`src/rtl/mux2_burst_arbiter_pkg.sv`:
```
// Shared state encodings, default burst cap and the round-robin arbitration function
// for the two-requester burst arbiter.
package mux2_burst_arbiter_pkg;

    localparam logic [1:0] ST_IDLE = 2'd0;
    localparam logic [1:0] ST_GNT0 = 2'd1;
    localparam logic [1:0] ST_GNT1 = 2'd2;

    localparam int unsigned DEFAULT_MAX_BURST = 8;

    // prio picks the winner only when both requesters compete.
    function automatic logic [1:0] arbitrate(input logic r0, input logic r1, input logic prio);
        logic [1:0] st;
        if (r0 && r1) begin
            st = prio ? ST_GNT1 : ST_GNT0;
        end else if (r0) begin
            st = ST_GNT0;
        end else if (r1) begin
            st = ST_GNT1;
        end else begin
            st = ST_IDLE;
        end
        return st;
    endfunction

endpackage

```
`src/rtl/mux2_datapath.sv`:
```
// W-wide 2:1 mux whose output is forced to zero whenever no valid beat is presented.
module mux2_datapath #(
    parameter int unsigned W = 1
) (
    input  logic         sel,
    input  logic         valid,
    input  logic [W-1:0] d0,
    input  logic [W-1:0] d1,
    output logic [W-1:0] q
);

    always_comb begin
        q = '0;
        if (valid) begin
            q = sel ? d1 : d0;
        end
    end

endmodule

```
`src/rtl/mux2_burst_arbiter.sv`:
```
// Round-robin burst arbiter owning the select of a shared 2:1 datapath mux; a grant is held
// until the owner ends its burst with last, reaches MAX_BURST beats, or drops its request.
module mux2_burst_arbiter
    import mux2_burst_arbiter_pkg::*;
#(
    parameter int unsigned W         = 1,
    parameter int unsigned MAX_BURST = DEFAULT_MAX_BURST
) (
    input  logic         clk,
    input  logic         rst_n,
    input  logic         req0,
    input  logic [W-1:0] d0,
    input  logic         last0,
    input  logic         req1,
    input  logic [W-1:0] d1,
    input  logic         last1,
    output logic         gnt0,
    output logic         gnt1,
    output logic         sel,
    output logic [W-1:0] out_data,
    output logic         out_valid,
    input  logic         out_ready,
    output logic         burst_done
);

    localparam int unsigned CntW = $clog2(MAX_BURST + 1);

    logic [1:0]      state_q, state_d;
    logic [CntW-1:0] beat_cnt_q, beat_cnt_d, cnt_inc;
    logic            prio_q, prio_d;
    logic            gnt0_q, gnt1_q, sel_q, burst_done_q;

    logic owner_req, owner_last, granted, xfer, release_grant;

    always_comb begin
        owner_req     = ((state_q == ST_GNT0) && req0) || ((state_q == ST_GNT1) && req1);
        owner_last    = (state_q == ST_GNT1) ? last1 : last0;
        granted       = (state_q != ST_IDLE);
        xfer          = owner_req && out_ready;
        cnt_inc       = beat_cnt_q + 1'b1;
        // An owner that stops requesting forfeits the grant without a counted beat.
        release_grant = (granted && !owner_req) ||
                        (xfer && (owner_last || (cnt_inc == CntW'(MAX_BURST))));
    end

    always_comb begin
        state_d    = state_q;
        beat_cnt_d = beat_cnt_q;
        prio_d     = prio_q;
        if (state_q == ST_IDLE) begin
            state_d = arbitrate(req0, req1, prio_q);
        end else if (release_grant) begin
            // Hand priority to the other side first so a waiting peer wins this same cycle.
            prio_d     = (state_q == ST_GNT0);
            state_d    = arbitrate(req0, req1, prio_d);
            beat_cnt_d = '0;
        end else if (xfer) begin
            beat_cnt_d = cnt_inc;
        end
    end

    always_ff @(posedge clk or negedge rst_n) begin
        if (!rst_n) begin
            state_q      <= ST_IDLE;
            beat_cnt_q   <= '0;
            prio_q       <= 1'b0;
            gnt0_q       <= 1'b0;
            gnt1_q       <= 1'b0;
            sel_q        <= 1'b0;
            burst_done_q <= 1'b0;
        end else begin
            state_q      <= state_d;
            beat_cnt_q   <= beat_cnt_d;
            prio_q       <= prio_d;
            gnt0_q       <= (state_d == ST_GNT0);
            gnt1_q       <= (state_d == ST_GNT1);
            sel_q        <= (state_d == ST_GNT1);
            burst_done_q <= granted && release_grant;
        end
    end

    assign gnt0       = gnt0_q;
    assign gnt1       = gnt1_q;
    assign sel        = sel_q;
    assign burst_done = burst_done_q;
    assign out_valid  = owner_req;

    mux2_datapath #(
        .W(W)
    ) u_datapath (
        .sel  (sel_q),
        .valid(owner_req),
        .d0   (d0),
        .d1   (d1),
        .q    (out_data)
    );

endmodule

```
`config.mk`:
```
export PLATFORM = sky130hd
export DESIGN_NAME = mux2_burst_arbiter
export DESIGN_NICKNAME = d
export VERILOG_FILES = /design/src/rtl/mux2_burst_arbiter_pkg.sv /design/src/rtl/mux2_datapath.sv /design/src/rtl/mux2_burst_arbiter.sv
export SDC_FILE = /design/constraint.sdc
export NUM_CORES = 1
export LEC_CHECK = 0
export BUFFER_PORTS_ARGS = -buffer_cell sky130_fd_sc_hd__buf_2
export CAP_MARGIN = 20
export CORE_AREA = 4 4 41 43
export CTS_BUF_LIST = sky130_fd_sc_hd__clkbuf_4 sky130_fd_sc_hd__clkbuf_8 sky130_fd_sc_hd__clkbuf_16
export DETAILED_ROUTE_END_ITERATION = 10
export DIE_AREA = 0 0 45 47
export GPL_ROUTABILITY_DRIVEN = 0
export PLACE_DENSITY = 0.76
export RECOVER_POWER = 100
export SETUP_SLACK_MARGIN = 0.1
export SYNTH_ARGS = -nofsm -noshare
export SYNTH_HDL_FRONTEND = slang
export SYNTH_SLANG_ARGS = --single-unit
```
`constraint.sdc`:
```
create_clock -name clk -period 3.4 [get_ports clk]
set_input_delay 0.68 -clock clk [delete_from_list [all_inputs] [get_ports clk]]
set_output_delay 0.68 -clock clk [all_outputs]
set_load 0.005 [all_outputs]
```
==> results by stage, run 1 <==
Outcome:
- The flow ran to the end, and the final reports show no timing, DRC or antenna violations.

GRT:
- Entering global routing, the biggest net connects 12 pins.
- The initial antenna violation count came to 0.
- The global-route wire length before repair is 2340 um.
- The remaining global-route overflow is 0.
- The number of global-route vias before repair came to 566.
- In the global route stage, overall resource usage came out at 0.156.

Critical path:
- The largest incremental delay on the critical path is 240 ps.
- Traced cell by cell, the critical path runs through clkbuf_1, inv_1, nor2_1, a22o_1, and2_0, buf_2.
- The master of the slowest instance on the critical path is a22o_1.
- The type of the worst setup path is primary input to output pin.
- The startpoint of the worst register-to-register path is beat_cnt_q[0]$_DFFE_PN0P_.
- At the worst endpoint, the arrival time is 1480 ps.
- The category of the worst setup path capture point is an output pin.
- Among cell families on the critical path, the largest total delay comes from buffers and inverters.
- The number of buffers and inverters on the critical path is 3.
- The origin of the worst setup path is req1.
- STA classifies the critical path startpoint as a primary input.
- At the worst endpoint, the required time is 2720 ps.
- Of all nets on the critical path, the largest fanout is 5.

STA:
- Static timing analysis puts the maximum clock frequency at 0.462 GHz.
- Setup repair after global routing left no endpoint under its margin.
- The final-report max-slew violation count came to 0.
- Of the available clock period, the critical path in the final layout requires 0.636.
- The hold violation count in the final report came to 0.
- The tightest hold path in the finished design has a slack of 359 ps.
- The slew of the pin with the lowest slew margin is 591 ps.
- The worst-case clock skew is 10.1 ps.
- The worst relative slew slack is 0.604.
- The post-route worst setup slack is 1240 ps.
- Setup violations remaining at the end of the flow were counted as 0.
- The final-layout setup total negative slack is 0 ps.
- The minimum clock period after layout is 2160 ps.

Synth:
- In this run, synthesis produced a sequential element count of 10.
- Summed over all instances, the cell type with the most area after synthesis is dfrtp_1.
- The sequential area share after synthesis is 0.364.
- The count of yosys warnings during synthesis is 0.
- The post-synth design cell area is 688 um2.
- By area the synthesized netlist is led by dfrtp_1, mux2_2, o21ai_0, inv_1, o31ai_4.
- Synthesis produced 68 cells.
- The number of nets produced by synthesis is 78.
- The netlist uses 33 different library cells.
- The average footprint of a synthesized cell is 10.1 um2.
- The share of the synthesized area in the top cell type is 0.364.

Placed design:
- After legalization and detailed placement, the total HPWL measured 1080 um.
- The count of input and output buffers is 14.
- After detailed placement, the total cell area comes to 748 um2.
- The cell count after placement is 94.
- The pre-CTS setup slack is 1240 ps.

Clock network:
- The post-CTS setup repair buffer count is 0.
- The TritonCTS buffer count is 3.
- For the worst-skew pair, the clock arrives at the later sink with an insertion delay of 270 ps.
- After clock tree synthesis, the flow added hold-fix buffers numbering 0.
- After clock tree synthesis, the clock-pin slew on the worst setup and hold paths is 80 ps.
- TritonCTS built the clock tree.
- Post-CTS repair changed the size of 0 cells.
- The number of H-tree branching levels is 1.
- The clock passes through at most 2 buffers.
- The number of sinks on the clock net is 10.
- In this run the clock root is driven by a clkbuf_4.

Floorplan:
- Row generation in the floorplan step produced 13 rows.
- The floorplan step defined a die boundary enclosing 2120 um2.
- The overall die width is 45 um.
- The I/O pin count is 15.
- The floorplan step defined a core boundary enclosing 1300 um2.
- The vertical die dimension is 47 um.
- The initial utilization of the core area, before any placement, comes to 0.529.

Layout:
- Once layout is done, the placed cells without fillers occupy 768 um2.
- Leaving out filler cells and counting taps, the final layout contains 98.
- The share of layout cells above drive strength 1 is 0.325.
- The number of antenna diodes in the final layout is 0.
- The signed area change from the synthesized netlist to the final layout is 11.6%.
- The final layout contains 94 nets.

Power and ir drop:
- The leakage power summed over all cells is 0.341 nW.
- The cell area power density is 799 nW/um2.
- The worst IR drop on VDD is 0.542 mV.

Run:
- The tool flagged a number of max-cap violations equal to 0.

Route:
- The detail route stage leaves a number of antenna-violating nets equal to 0.
- The total detailed-routing wirelength is 1390 um.
- Dividing the detail-routed wire length by the instance count gives 14.2 um.
- In the routed layout, each cell is associated on average with a via count of 5.74.
- For this run, design rule violations remaining after detail routing come to 0.
- The violation count after the first detailed-route iteration is 26.
- The routed layout has 563 vias.
- The pre-antenna-repair detailed-routing pass consisted of 4 iterations.

Worst hold path:
- The worst hold-check path type is primary input to asynchronous set/reset pin.
-- layout make-up --
type / count / area [um2]
Tap cell: 15 / 18.8
Clock buffer: 4 / 36.3
Sequential cell: 10 / 250
Inverter: 6 / 22.5
Multi-Input combinational cell: 49 / 374
Timing Repair Buffer: 14 / 66.3
Fill cell: 128 / 533
-- cells in the final DEF (no fill, tap or decap) --
cell type and instances:
a211o_1 1, a211oi_1 3, a21bo_1 1, a21oi_1 4, a221o_2 1, a22o_1 1
a311o_1 2, a31o_2 1, and2_0 1, and3_2 2, buf_2 11, clkbuf_1 3
clkbuf_4 3, clkbuf_8 1, dfrtp_1 10, ha_1 1, inv_1 6, mux2_2 5
nand2_1 3, nand2b_1 1, nand3_1 1, nand3b_1 1, nand4b_1 1, nand4bb_1 1
nor2_1 3, nor2b_1 1, nor3_2 1, o21ai_0 6, o31a_1 1, o31ai_1 2
o31ai_4 1, o32ai_1 1, or2_2 1, or3_1 1
-- power breakdown --
part	internal, W	switching, W	leakage, nW
registers	0.000166	0.0000640	0.127
logic	0.000145	0.000128	0.192
clock network	0.0000650	0.0000447	0.0210
total	0.000376	0.000237	0.341
-- registers in the layout, summed over array words and instances (netlist names) --
name        cells
sel             1
prio_q          1
gnt0            1
burst_done      1
beat_cnt_q      4
state_q         2
-- metrics by stage --
| stage | total power [W] | util |
|---|---|---|
| final | 0.000614 | 0.590 |
| after CTS | 0.000633 | 0.603 |
| after global placement | 0.000514 | 0.575 |
| after floorplan | 0.000464 | - |
| after detailed placement | 0.000523 | 0.575 |
| after global routing | 0.000667 | 0.590 |
-- routing by layer --
metal	vias to the layer above	track usage	part of all wire
met3	2	0.0536	0.040
met1	263	0.187	0.45
met4	0	0.0643	0.0079
met5	-	0	0
met2	10	0.257	0.50
li1	288	-	-
-- logic make-up (layout without fill, tap and decap cells) --
kind of cell / count (synthesis) / in the layout / share of synthesized area
muxes: 5 / 5 / 0.0818
adders and majority gates: 1 / 1 / 0.0182
DFF: 10 / 10 / 0.364
AOI/OAI and AO/OA: 25 / 25 / 0.300
buffers and inverters: 9 / 24 / 0.0745
and+or+nand+nor: 18 / 18 / 0.162
-- worst reg2reg max path: cells and delay by family, from the launching register on --
kind,cells,cell delay [ps]
buffers and inverters,1,70
DFF,1,430
muxes,1,410
AOI/OAI and AO/OA,2,860
adders and majority gates,1,220
-- Yosys cell counts --
library cell / instances
a21bo_1: 1
nor3_2: 1
dfrtp_1: 10
o31ai_1: 2
o21ai_0: 6
buf_4: 2
and2_1: 1
a311o_1: 2
a211oi_4: 1
a211oi_1: 2
clkbuf_8: 1
nor2_1: 3
a211o_1: 1
o32ai_1: 1
a22o_1: 1
nand2_1: 3
ha_1: 1
or2_2: 1
or3_1: 1
nand3b_1: 1
inv_1: 6
nand3_1: 1
nand4bb_1: 1
a21oi_1: 4
o31a_1: 1
mux2_2: 5
and3_2: 2
nand4b_1: 1
nor2b_1: 1
a31o_2: 1
o31ai_4: 1
nand2b_1: 1
a221o_2: 1
-- worst paths after layout --
kind                                                   to  slack [ps]  cells after the start
worst max register to register       state_q[1]$_DFF_PN0_        1290                      5
worst min-delay path                   prio_q$_DFFE_PN0P_         360                      1
worst min register to register         prio_q$_DFFE_PN0P_         580                      1
worst max-delay path                             out_data        1240                      6
max in group asynchronous       beat_cnt_q[0]$_DFFE_PN0P_        2670                      1
min in group clk                       prio_q$_DFFE_PN0P_         580                      1
No activity file was read; power rests on OpenSTA's default activity.
==> run 2, diff against run 1 <==
--- a/config.mk
+++ b/config.mk
@@ -5,14 +5,15 @@
 export SDC_FILE = /design/constraint.sdc
 export NUM_CORES = 1
 export LEC_CHECK = 0
+export ABC_AREA = 1
 export BUFFER_PORTS_ARGS = -buffer_cell sky130_fd_sc_hd__buf_2
 export CAP_MARGIN = 20
-export CORE_AREA = 4 4 41 43
+export CORE_MARGIN = 4
+export CORE_UTILIZATION = 44
 export CTS_BUF_LIST = sky130_fd_sc_hd__clkbuf_4 sky130_fd_sc_hd__clkbuf_8 sky130_fd_sc_hd__clkbuf_16
 export DETAILED_ROUTE_END_ITERATION = 10
-export DIE_AREA = 0 0 45 47
 export GPL_ROUTABILITY_DRIVEN = 0
-export PLACE_DENSITY = 0.76
+export PLACE_DENSITY = 0.71
 export RECOVER_POWER = 100
 export SETUP_SLACK_MARGIN = 0.1
 export SYNTH_ARGS = -nofsm -noshare
==> constraint.sdc (replaced) <==
create_clock -name clk -period 1.8 [get_ports clk]
set_input_delay 0.36 -clock clk [delete_from_list [all_inputs] [get_ports clk]]
set_output_delay 0.36 -clock clk [all_outputs]
set_load 0.005 [all_outputs]
==> run 2 against run 1 <==
Against the previous run:
- cell count is 7.1% higher
- area after synthesis is 14% lower
- register-to-register slack worse by 980 ps
- design area is 9.3% lower
- global-route usage is 1.6 points lower
- flip-flop and latch count stayed put
- critical endpoint unchanged
- largest cell class unchanged
- largest power group unchanged
- highest routed layer is now met3
==> results by stage, run 2 <==
Clock network:
- The clock-pin transition on the worst setup and hold timing paths is 60 ps (-20 ps).
- The worst-skew pair later-pin latency is 270 ps (about the same).
- The post-CTS setup repair buffer count is 0 (unchanged).
- The tree is rooted in a clkbuf_4.
- The number of H-tree branching levels is 1 (unchanged).
- The buffer levels on the longest clock path is 2 (unchanged).
- The number of sinks on the clock net came to 10 (unchanged).
- TritonCTS built the clock tree.
- The TritonCTS buffer count is 3 (unchanged).

Worst hold path:
- The startpoint identified for the worst hold timing path is out_ready.
- The hold-critical path endpoint is beat_cnt_q[3]$_DFFE_PN0P_.
- The cell depth of the worst min-delay path is 4.
- The worst hold-check path type is primary input to flop.

Layout:
- More flip-flops sit in one register than any other, and that register is beat_cnt_q.
- The library cell used most frequently in the layout, excluding fill and tap cells, is nand2_1.
- The number of fill cells in the layout came to 117 (-8.6%).
- The top cell types in the final layout, fill and taps aside, are nand2_1, nand3_1, buf_2, dfrtp_1, inv_1.
- The multi-input gate area in the final layout is 274 um2 (-27%).
- The final core area utilization was 0.588 (-0.00283).
- The largest registers in the layout are beat_cnt_q x4, state_q x2.
- The flip-flop count of the largest register, all copies and words added came to 4 (unchanged).
- The share of layout cells above drive strength 1 came to 0.297 (-0.0286).
- The signed area change from the synthesized netlist to the final layout is 17.3%.
- The number of nets in the layout is 102 (+8.5%).
- The flip-flop and latch area is 250 um2 (unchanged).
- The number of antenna diodes is 0 (unchanged).

Synth:
- Ranked by total cell area, the synthesized netlist is headed by dfrtp_1, nand2_1, nand3_1, nand3_2, inv_1.
- The share of the synthesized area in the top cell type is 0.421 (+0.0574).
- The number of flops mapped to enable cells by yosys was 0 (unchanged).
- The sequential area share after synthesis is 0.421 (+0.0574).
- The post-synth design cell area is 594 um2 (-14%).
- After synthesis, the most frequently instantiated cells are nand2_1, nand3_1, dfrtp_1.
- The dominant cell type by area after synthesis is dfrtp_1.
- The number of nets produced by synthesis was 83 (+6.4%).
- The primary flip-flop cell chosen by synthesis mapping is dfrtp_1.
- The number of unique standard cell types used by synthesis is 20 (-39%).
- The most repeated cell in the gate-level netlist after synthesis is nand2_1.
- The count of yosys warnings during synthesis came to 0 (unchanged).
- The average footprint of a synthesized cell is 8.14 um2 (-20%).
- The cell count after synthesis came to 73 (+7.4%).
- The number of flip-flops and latches in the synthesized netlist came to 10 (unchanged).
- The share of flip-flops with an asynchronous set or reset is 1.00 (unchanged).

STA:
- The worst relative slew slack was 0.646 (+0.0426).
- The worst-case clock skew is 6.44 ps (-3.64 ps).
- The slew of the pin with the lowest slew margin was 531 ps (-60.3 ps).
- The final-layout setup total negative slack is 0 ps (unchanged).
- Of the available clock period, the critical path in the final layout requires 0.889.
- The hold violation count in the final report is 0 (unchanged).
- The total setup violations reported at the end of the flow is 0 (unchanged).
- The final-report max-slew violation count came to 0 (unchanged).
- The maximum clock frequency is 0.625 GHz.
- For the finished layout, the period the worst path requires is 1600 ps.
- Setup repair after global routing left no endpoint under its margin.

Floorplan:
- The effective utilization at floorplan is 0.501 (-0.0278).
- The die area is 2000 um2 (-5.3%).
- The core area is 1190 um2 (-8.8%).
- The floorplan row count is 12 (-1).
- The overall die width came to 44.8 um (-0.56%).
- The I/O pin count was 15 (unchanged).
- The vertical die dimension is 44.8 um (-4.8%).

Power and ir drop:
- The cell area power density was 1740 nW/um2 (+120%).
- The worst IR drop on VDD was 0.916 mV (+69%).
- The leakage power summed over all cells was 0.393 nW (+15%).

Route:
- The met1 layer wirelength in the final routing was 528 um (-16%).
- The routed length per instance is 10.9 um (-23%).
- The length of routed met2 wiring is 535 um (-23%).
- The via density per instance was 4.97 (-13%).
- The total detailed-routing wirelength is 1150 um (-17%).
- The met3 layer wire length in the routed design is 82 um (+49%).
- The DRC violation count after routing is 0 (unchanged).
- After detailed routing, no signal wire sits above met3.
- The total via count in the routed design came to 522 (-7.3%).
- The number of detailed-routing iterations run before antenna repair is 3 (-1).
- The violation count after the first detailed-route iteration was 4 (-85%).
- The number of nets with antenna violations after detailed routing was 0 (unchanged).

GRT:
- The total global routing track utilization was 0.141 (-0.0156).
- The global-route wire length before repair is 2080 um (-11%).
- The initial antenna violation count is 0 (unchanged).
- The number of global-route vias before repair is 519 (-8.3%).
- The remaining global-route overflow is 0 (unchanged).
- The pin count of the biggest net entering global routing was 11 (-1).

Critical path:
- The path depth of the worst reg2reg path is 8 (+3).
- Traced cell by cell, the critical path runs through inv_1, nand3_1, nand2_2, nand2_1, inv_1, buf_2.
- The type of the worst setup path is flop to output pin.
- On the critical path, the stage with the largest delay is an instance of dfrtp_1.
- The endpoint identified for the worst register-to-register timing path is state_q[1]$_DFF_PN0_.
- The most frequent cell on the critical path is inv_1.
- The critical path arrival came to 1240 ps (-240 ps).
- The largest incremental delay on the critical path came to 420 ps (+180 ps).
- STA classifies the critical path startpoint as a flop.
- The required time of the worst setup path is 1440 ps (-1280 ps).
- STA classifies the critical path endpoint as an output pin.
- The highest fanout seen on the critical path is 4 (-1).
- The internal reg-to-reg setup slack came to 310 ps (-980 ps).
- In this run the critical register-to-register path is launched from state_q[1]$_DFF_PN0_.

Placed design:
- The HPWL reported at the end of detailed placement is 923 um (-15%).
- The count of input and output buffers is 14 (unchanged).

Outcome:
- The flow ran to the end, and the final reports show no timing, DRC or antenna violations.

Run:
- The max capacitance violation total was 0 (unchanged).
==> run 2: cell count changes in the layout (fill, tap and decap cells not counted), sizes merged, moves of 4 or more <==
cell and delta:
nand2 +20, nand3 +14, inv +5, mux2 -4
==> run 2: logic make-up (layout without fill, tap and decap cells) <==
group / Yosys count / after routing / synth area share
muxes: 1 / 1 / 0.0189
AOI/OAI and AO/OA: 7 / 7 / 0.0758
and+or+nand+nor: 42 / 42 / 0.381
adders and majority gates: 1 / 1 / 0.0210
DFF: 10 / 10 / 0.421
buffers and inverters: 12 / 30 / 0.0821
==> run 2: layer usage <==
layer | GRT usage | up-vias
met5 | 0 | -
met3 | 0.0717 | 0
met4 | 0 | 0
met2 | 0.238 | 13
li1 | - | 273
met1 | 0.170 | 236
==> run 2: report_power, final <==
group          internal [W]  leakage [nW]  switching (W)
registers          0.000330         0.126      0.0000916
clock network      0.000123        0.0210      0.0000754
logic              0.000220         0.246       0.000370
==> run 2: critical path: cells and delay by family, from the launching register on <==
| kind | cells | cell delay (ps) |
|---|---|---|
| DFF | 1 | 420 |
| and+or+nand+nor | 3 | 310 |
| buffers and inverters | 3 | 270 |
==> run 2: worst max path at each step <==
stage / slack (ps) / startpoint / to / cells after the start
2_1_floorplan: 590 / state_q[1]$_DFF_PN0_ / sel$_DFF_PN0_ / 8
3_5_place_dp: 500 / state_q[1]$_DFF_PN0_ / gnt0$_DFF_PN0_ / 8
5_1_grt: 80 / state_q[1]$_DFF_PN0_ / out_data / 6
4_1_cts: 220 / state_q[1]$_DFF_PN0_ / out_data / 6
3_3_place_gp: 510 / beat_cnt_q[0]$_DFFE_PN0P_ / beat_cnt_q[2]$_DFFE_PN0P_ / 8
6_report: 200 / state_q[1]$_DFF_PN0_ / out_data / 6
==> run 2: through the flow <==
step	worst slack (ps)	area [um2]	hold WS [ps]	std cells	total power [W]
final	199	697	462	105	0.00121
after global routing	84.9	697	508	105	0.00135
after CTS	221	721	448	105	0.00128
after detailed placement	499	674	229	100	0.00107
after global placement	514	674	230	100	0.00105
after floorplan	595	594	64.4	73	0.000908
==> run 2: repair_timing <==
item | in CTS | in global routing
hold endpoints to repair | 10 | 0
endpoints found under the setup margin | 0 | 0
resized for setup | 0 | 0
hold buffers | 1 | 0
==> run 2: final cells by class <==
| cell class | count | area share |
|---|---|---|
| sequential | 10 | 0.359 |
| multi-input combinational | 51 | 0.393 |
| clock buffer | 4 | 0.0521 |
| timing repair buffer | 15 | 0.111 |
| inverter | 11 | 0.0592 |
| tap | 14 | 0.0251 |
